<file path="config.mk">
export PLATFORM = sky130hd
export DESIGN_NAME = perf_monitor
export DESIGN_NICKNAME = d
export VERILOG_FILES = /design/src/rtl/perf_monitor.sv
export SDC_FILE = /design/constraint.sdc
export NUM_CORES = 1
export LEC_CHECK = 0
export CAP_MARGIN = 20
export CORE_UTILIZATION = 60
export DETAILED_ROUTE_END_ITERATION = 12
export PLACE_DENSITY = 0.8
export SYNTH_ARGS = -nofsm -noshare
export SYNTH_HDL_FRONTEND = slang
export SYNTH_SLANG_ARGS = --single-unit
</file>
<file path="constraint.sdc">
create_clock -name clk_i -period 3.43 [get_ports clk_i]
set_input_delay 0.343 -clock clk_i [delete_from_list [all_inputs] [get_ports clk_i]]
set_output_delay 0.343 -clock clk_i [all_outputs]
set_load 0.01 [all_outputs]
</file>
<file path="src/rtl/perf_monitor.sv">
// perf_monitor: 64-bit performance counters over MMIO plus sticky simulation-finish capture
module perf_monitor #(
    parameter logic [31:0] BASE_ADDR = 32'h4000_0000,
    parameter int          CNT_W     = 64
) (
    input  logic        clk_i,
    input  logic        rst_n,
    input  logic        ex_valid_i,
    input  logic        stall_i,
    input  logic        ctrl_tsfr_i,
    input  logic        br_misp_i,
    input  logic [31:0] dbus_waddr_i,
    input  logic [31:0] dbus_wdata_i,
    input  logic        dbus_wvalid_i,
    input  logic [31:0] dbus_raddr_i,
    input  logic        dbus_rvalid_i,
    output logic [31:0] dbus_rdata_o,
    output logic        dbus_rdvalid_o,
    output logic        fini_o,
    output logic [31:0] fini_code_o
);
    localparam int HI_W = CNT_W - 32;
    logic [4:0][CNT_W-1:0] cnt;
    logic [4:0][HI_W-1:0]  shd;
    logic [4:0]            inc;
    logic [31:0]           rd_word;
    logic                  freeze, run, wr_win, ctrl_wr, clr, fin_wr, rd_hit;
    assign run     = !fini_o && !freeze;
    assign inc     = {run && ctrl_tsfr_i && br_misp_i, run && ctrl_tsfr_i, run && ex_valid_i && !stall_i, run, 1'b1};
    assign wr_win  = dbus_wvalid_i && !dbus_waddr_i[31] && dbus_waddr_i[31:8] == BASE_ADDR[31:8];
    assign ctrl_wr = wr_win && dbus_waddr_i[7:0] == 8'h28;
    assign clr     = ctrl_wr && dbus_wdata_i[0];
    assign fin_wr  = dbus_wvalid_i && dbus_waddr_i[31];
    assign rd_hit  = dbus_rvalid_i && dbus_raddr_i[31:8] == BASE_ADDR[31:8];
    // register map decode; hi words come from the shadow so 64-bit reads stay coherent
    always_comb begin
        rd_word = '0;
        for (int k = 0; k < 5; k++) begin
            if (dbus_raddr_i[7:0] == 8'(8 * k)) rd_word = cnt[k][31:0];
            if (dbus_raddr_i[7:0] == 8'(8 * k + 4)) rd_word = 32'(shd[k]);
        end
        if (dbus_raddr_i[7:0] == 8'h28) rd_word = {30'b0, freeze, 1'b0};
        if (dbus_raddr_i[7:0] == 8'h2C) rd_word = {30'b0, freeze, fini_o};
    end
    // counters (index 0 is mtime, never cleared) and lo-read shadow capture; clear beats increment
    always_ff @(posedge clk_i or negedge rst_n) begin
        if (!rst_n) begin
            cnt <= '0;
            shd <= '0;
        end else begin
            for (int k = 0; k < 5; k++) begin
                cnt[k] <= (clr && k != 0) ? '0 : cnt[k] + CNT_W'(inc[k]);
                if (rd_hit && dbus_raddr_i[7:0] == 8'(8 * k)) shd[k] <= cnt[k][CNT_W-1:32];
            end
        end
    end
    // freeze control and first-write-wins finish capture
    always_ff @(posedge clk_i or negedge rst_n) begin
        if (!rst_n) begin
            freeze      <= 1'b0;
            fini_o      <= 1'b0;
            fini_code_o <= '0;
        end else begin
            if (ctrl_wr) freeze <= dbus_wdata_i[1];
            if (fin_wr && !fini_o) begin
                fini_o      <= 1'b1;
                fini_code_o <= dbus_wdata_i;
            end
        end
    end
    // one-cycle read response; data holds until the next hit
    always_ff @(posedge clk_i or negedge rst_n) begin
        if (!rst_n) begin
            dbus_rdvalid_o <= 1'b0;
            dbus_rdata_o   <= '0;
        end else begin
            dbus_rdvalid_o <= rd_hit;
            if (rd_hit) dbus_rdata_o <= rd_word;
        end
    end
endmodule

</file>
; ---- After elaboration in Yosys (flattened, before gate mapping)
; Index checks and enable logic that the tools add are counted.
[op_classes]
n_addsub = 5
eq_ne = 14
muxes = 16
reduce_logical = 22
[ops]
columns = operator, n
row1 = $mux W32, 12
row2 = $add A64 B1 Y64, 4
row3 = $mux W64, 4
row4 = $add A64 B1 Y64 const B, 1
row5 = $eq A24 B23 Y1 const B, 2
row6 = $eq A8 B6 Y1 const B, 5
row7 = $eq A8 B5 Y1 const B, 4
row8 = $logic_and A1 B1 Y1, 17
row9 = $eq A8 B4 Y1 const B, 2
row10 = $eq A8 B3 Y1 const B, 1
row11 = $logic_not A8 Y1, 1
row12 = $logic_not A1 Y1, 4
[totals]
reg_bits = 547
in_bits = 104
out_inout_bits = 66
word_cells = 72

; ---- Logic depth before layout (Yosys ltp)
[depth]
word_depth = 13
depth_mapped = 11
mapped_depth_nobuf = 9

; ---- Least setup slack after synthesis
; Ideal clock, no wire load.
[synth_path]
kind = register to register
from = register fini_o
to = register cnt[182] (netlist name)
setup_time_ns = 0.078
arrival_ns = 2.673
t_required_ns = 3.352
slack_ns = 0.679
stages_incl_launch_ff = 10
n_path_buf = 1
synth_period_minus_slack_ns = 2.751
path_cell_list = dfrtp_1 -> nor4b_1 -> ha_1 -> ha_1 -> inv_1 -> nor4_2 -> nand4_1 -> clkbuf_1 -> or4_1 -> a21oi_1
[synth_via]
elab_chain_len = 6
[synth_lines]
columns = element, line
row1 = start: declaration, 19  ; output logic fini_o,
row2 = start signal: assignment, 61  ; fini_o <= 1'b0;
row3 = start signal: assignment, 66  ; fini_o <= 1'b1;
row4 = $logic_not A1 Y1, 28  ; assign run = !fini_o && !freeze;
row5 = $logic_and A1 B1 Y1, 28
row6 = $logic_and A1 B1 Y1 (2 in series), 29  ; assign inc = {run && ctrl_tsfr_i && br_misp_i, run && ctrl_tsfr_i, run && ex_valid_i && !stall_i, run, 1'b1};
row7 = $add A64 B1 Y64, 52  ; cnt[k] <= (clr && k != 0) ? '0 : cnt[k] + CNT_W'(inc[k]);
row8 = $mux W64, 52
row9 = end signal: indexed assignment, 52
row10 = end: declaration, 23  ; logic [4:0][CNT_W-1:0] cnt;
; No other way between the ends.
; A chain may end at the register's enable or synchronous reset.

; ---- Final worst setup path
[layout_path]
from = register fini_o
to = register cnt[246] (netlist name)
[layout_via]
elab_chain_len = 5
[layout_lines]
columns = element, line
row1 = $logic_not A1 Y1, 28
row2 = $logic_and A1 B1 Y1, 28
row3 = $logic_and A1 B1 Y1, 29
row4 = $add A64 B1 Y64, 52
row5 = $mux W64, 52
; No other way between the ends.

==> impl_metrics.yaml <==
cells_and_area:
  layout-drive-gt1-share_pct: 12.95
  nets: 3030
  area_growth_pct: 16.09
  n_antenna_cell: 0
  fin_util_pct: 71.05
cts:
  cts_root_buf: "clkbuf_16"
  insertion_delay_ns: 0.62
  cts_buffers: 56
  cts_hold_buffers: 1
  path_clk_slew_ns: 0.06
  clk_path_buf_depth: 3
  post_cts_resized: 0
  htree_levels: 2
  cts_tree: "yes"
  cts_sinks: 547
  postCtsSetupBuffers: 0
route:
  route.detailed.drc: 0
  vias: 23796
  ant_nets: 0
  wl_per_cell_um: 22.98
  vias_per_cell: 6.690
  routed_wl_um: 81730
  first_pass_iters: 6
  drt-initial-drc-count: 2668
worst_hold_path:
  hold_class: "in -> async"
logic_synthesis:
  ys.flop_type: "dfrtp_1"
  synth_edf_count: 0
  syn_nets: 2895
  synth_top_cell_by_area: "dfrtp_1"
  ys_async_sr_fraction_pct: 100.0
  synth_seq_cells: 547
  yosys.cell_count.top_type: "dfrtp_1"
  avgSynthCellArea_um2: 10.05
  syn-instance-count: 2782
  synth_top_area_share_pct: 48.97
  synth.distinct_cells: 64
  ys_seq_area_share_pct: 48.97
  synth.area.top_cells: "dfrtp_1 (49%), mux2_2 (6.7%), xnor2_1 (3.7%)"
  yosys-top-cells-count: "dfrtp_1 (547), nor2_1 (213), mux2_2 (166)"
  synth.cell_area_um2: 27950
  yosysWarnings: 0
critical_path:
  worst_ep_arrival_time_ns: 3.72
  r2r_slack_ns: 0.24
  path_class: "reg -> reg"
  r2r_end: "cnt[246]$_DFF_PN0_"
  reg2reg_from: "fini_o$_DFFE_PN0P_"
  startpoint_type: "flip-flop"
  rr_worst_depth: 9
  endpoint_kind: "flip-flop"
  worstPathCellList: "nor2_1, and2_1, ha_1, ha_1, nand2_1, nor3_2, nand2_1, or4_1, a21oi_1"
  required_ns: 3.96
  crit_path_max_fanout: 10
  cp_slowest_stage_delay_ns: 0.58
  worst_path_max_delay_cell: "or4_1"
placed_design:
  gp_congestion: 0.9807
  post-place-ws_ns: -0.01287
  dp_hpwl_um: 58360
  io_buffers: 169
die:
  die_w_um: 217.8
  core_area_um2: 45670
  ios: 170
  start_util_pct: 61.20
  fp.dieH_um: 217.8
  placementRows: 78
  fp.dieArea_um2: 47460
timing:
  relSlewSlack_pct: 29.55
  skew_ns: 0.02072
  max_clock_freq_mhz: 313.7
  setup_tns_ns: 0
  tightest_slew_ns: 1.055
  min_period_ns: 3.188
  period_share_pct: 92.94
  rsz0062_at_grt: "no"
  hold_violations: 0
  timing.final.ws_setup_ns: 0.2423
  setup_viol_count_final: 0
  finalMaxSlewViolations: 0
pwr:
  power_density_nw_per_um2: 445.7
  p_leak_uw: 0.01352
  vdd_drop_max_mv: 0.4585
global_routing:
  grt_usage_pct: 34.68
  grt_pass1_vias: 23103
  grt_pass1_wl_um: 128100
  antenna_found_initial: 2
  overflow: 0
  grt_max_degree: 90
flow_run:
  drv_cap: 0
status:
  status: "completed"
==> final cells by class <==
type / count / area (um2)
Clock buffer: 79 / 1659
Clock inverter: 19 / 226.5
Fill cell: 3295 / 13220
Inverter: 59 / 221.5
Multi-Input combinational cell: 1991 / 13350
Sequential cell: 547 / 13690
Tap cell: 600 / 750.7
Timing Repair Buffer: 262 / 2552
==> report_power, final <==
group          switching [uW]  total (uW)  leakage, uW  internal [uW]
logic                     693        1250      0.00536            555
registers                 247        6930      0.00722           6680
clock network            2570        6290     0.000940           3720
total                    3510       14500       0.0135          10900
==> cells in the final DEF, fill, tap and decap left out, drive strengths merged, types with 9 or more instances in the layout <==
master / netlist / routed
o22ai: 19 / 19
a221oi: 10 / 10
o21a: 11 / 11
ha: 9 / 9
mux2i: 23 / 23
clkbuf: 156 / 79
nor4b: 10 / 10
or4: 81 / 81
nand4: 88 / 88
nor3: 110 / 110
xor2: 65 / 65
a22o: 11 / 11
a31oi: 17 / 17
clkinv: 0 / 13
dfrtp: 547 / 547
a22oi: 23 / 23
or3: 96 / 96
mux4: 13 / 13
nand2: 159 / 159
and3: 43 / 43
xnor2: 117 / 117
buf: 29 / 95
a21o: 11 / 11
nor2: 213 / 213
o21ai: 94 / 94
clkdlybuf4s50: 0 / 166
mux2: 194 / 194
inv: 59 / 59
and2: 32 / 32
and4: 38 / 38
nand3: 132 / 132
nor4: 71 / 71
a21oi: 152 / 152
o31ai: 81 / 81
o2bb2ai: 12 / 12
==> logic make-up after synthesis <==
logic type | synth area share (%)
buffers and inverters | 3.402
muxes | 9.686
DFF | 48.97
and+or+nand+nor | 21.48
AOI/OAI and AO/OA | 10.36
xor gates and xnor gates | 5.703
adders and majority gates | 0.4029
==> worst max-delay path, delay by kind of cell, from the launching register on <==
family	cells	cell delay (ns)
fa+ha+maj	2	0.45
simple gates	6	2.00
compound gates	1	0.19
flops	1	0.48
==> through the flow <==
stage / total power, uW / hold WS [ns] / cell area (um2) / std cells
after floorplan: 7608 / 0.04741 / 27950 / 2782
after global placement: 8199 / 0.3933 / 30550 / 3457
after detailed placement: 8256 / 0.3977 / 30550 / 3457
after CTS: 14490 / 0.3216 / 32440 / 3556
after global routing: 14920 / 0.3402 / 32450 / 3557
final: 14460 / 0.3338 / 32450 / 3557
==> routing by layer <==
layer  vias to the layer above  global-route usage (%)  part of all wire, %
li1                      10502                       -                    -
met1                     11873                   46.38                   40
met2                      1161                   54.27                   47
met3                       258                   6.151                  8.3
met4                         2                   18.07                  5.5
met5                         -                       0                0.016
==> sequential cells by signal, indices dropped and copies added, names as in the netlist <==
name,cells
shd,160
cnt,320
dbus_rdvalid_o,1
fini_code_o,32
fini_o,1
dbus_rdata_o,32
freeze,1
==> how the worst max path moves through the flow <==
stage,depth (start not counted),endpoint,start
2_1_floorplan,9,cnt[182]$_DFF_PN0_,fini_o$_DFFE_PN0P_
3_3_place_gp,10,cnt[186]$_DFF_PN0_,ex_valid_i
3_5_place_dp,10,cnt[184]$_DFF_PN0_,ex_valid_i
4_1_cts,9,cnt[184]$_DFF_PN0_,fini_o$_DFFE_PN0P_
5_1_grt,8,cnt[255]$_DFF_PN0_,fini_o$_DFFE_PN0P_
6_report,9,cnt[246]$_DFF_PN0_,fini_o$_DFFE_PN0P_
Note: power is estimated with default switching activity, not from simulation.
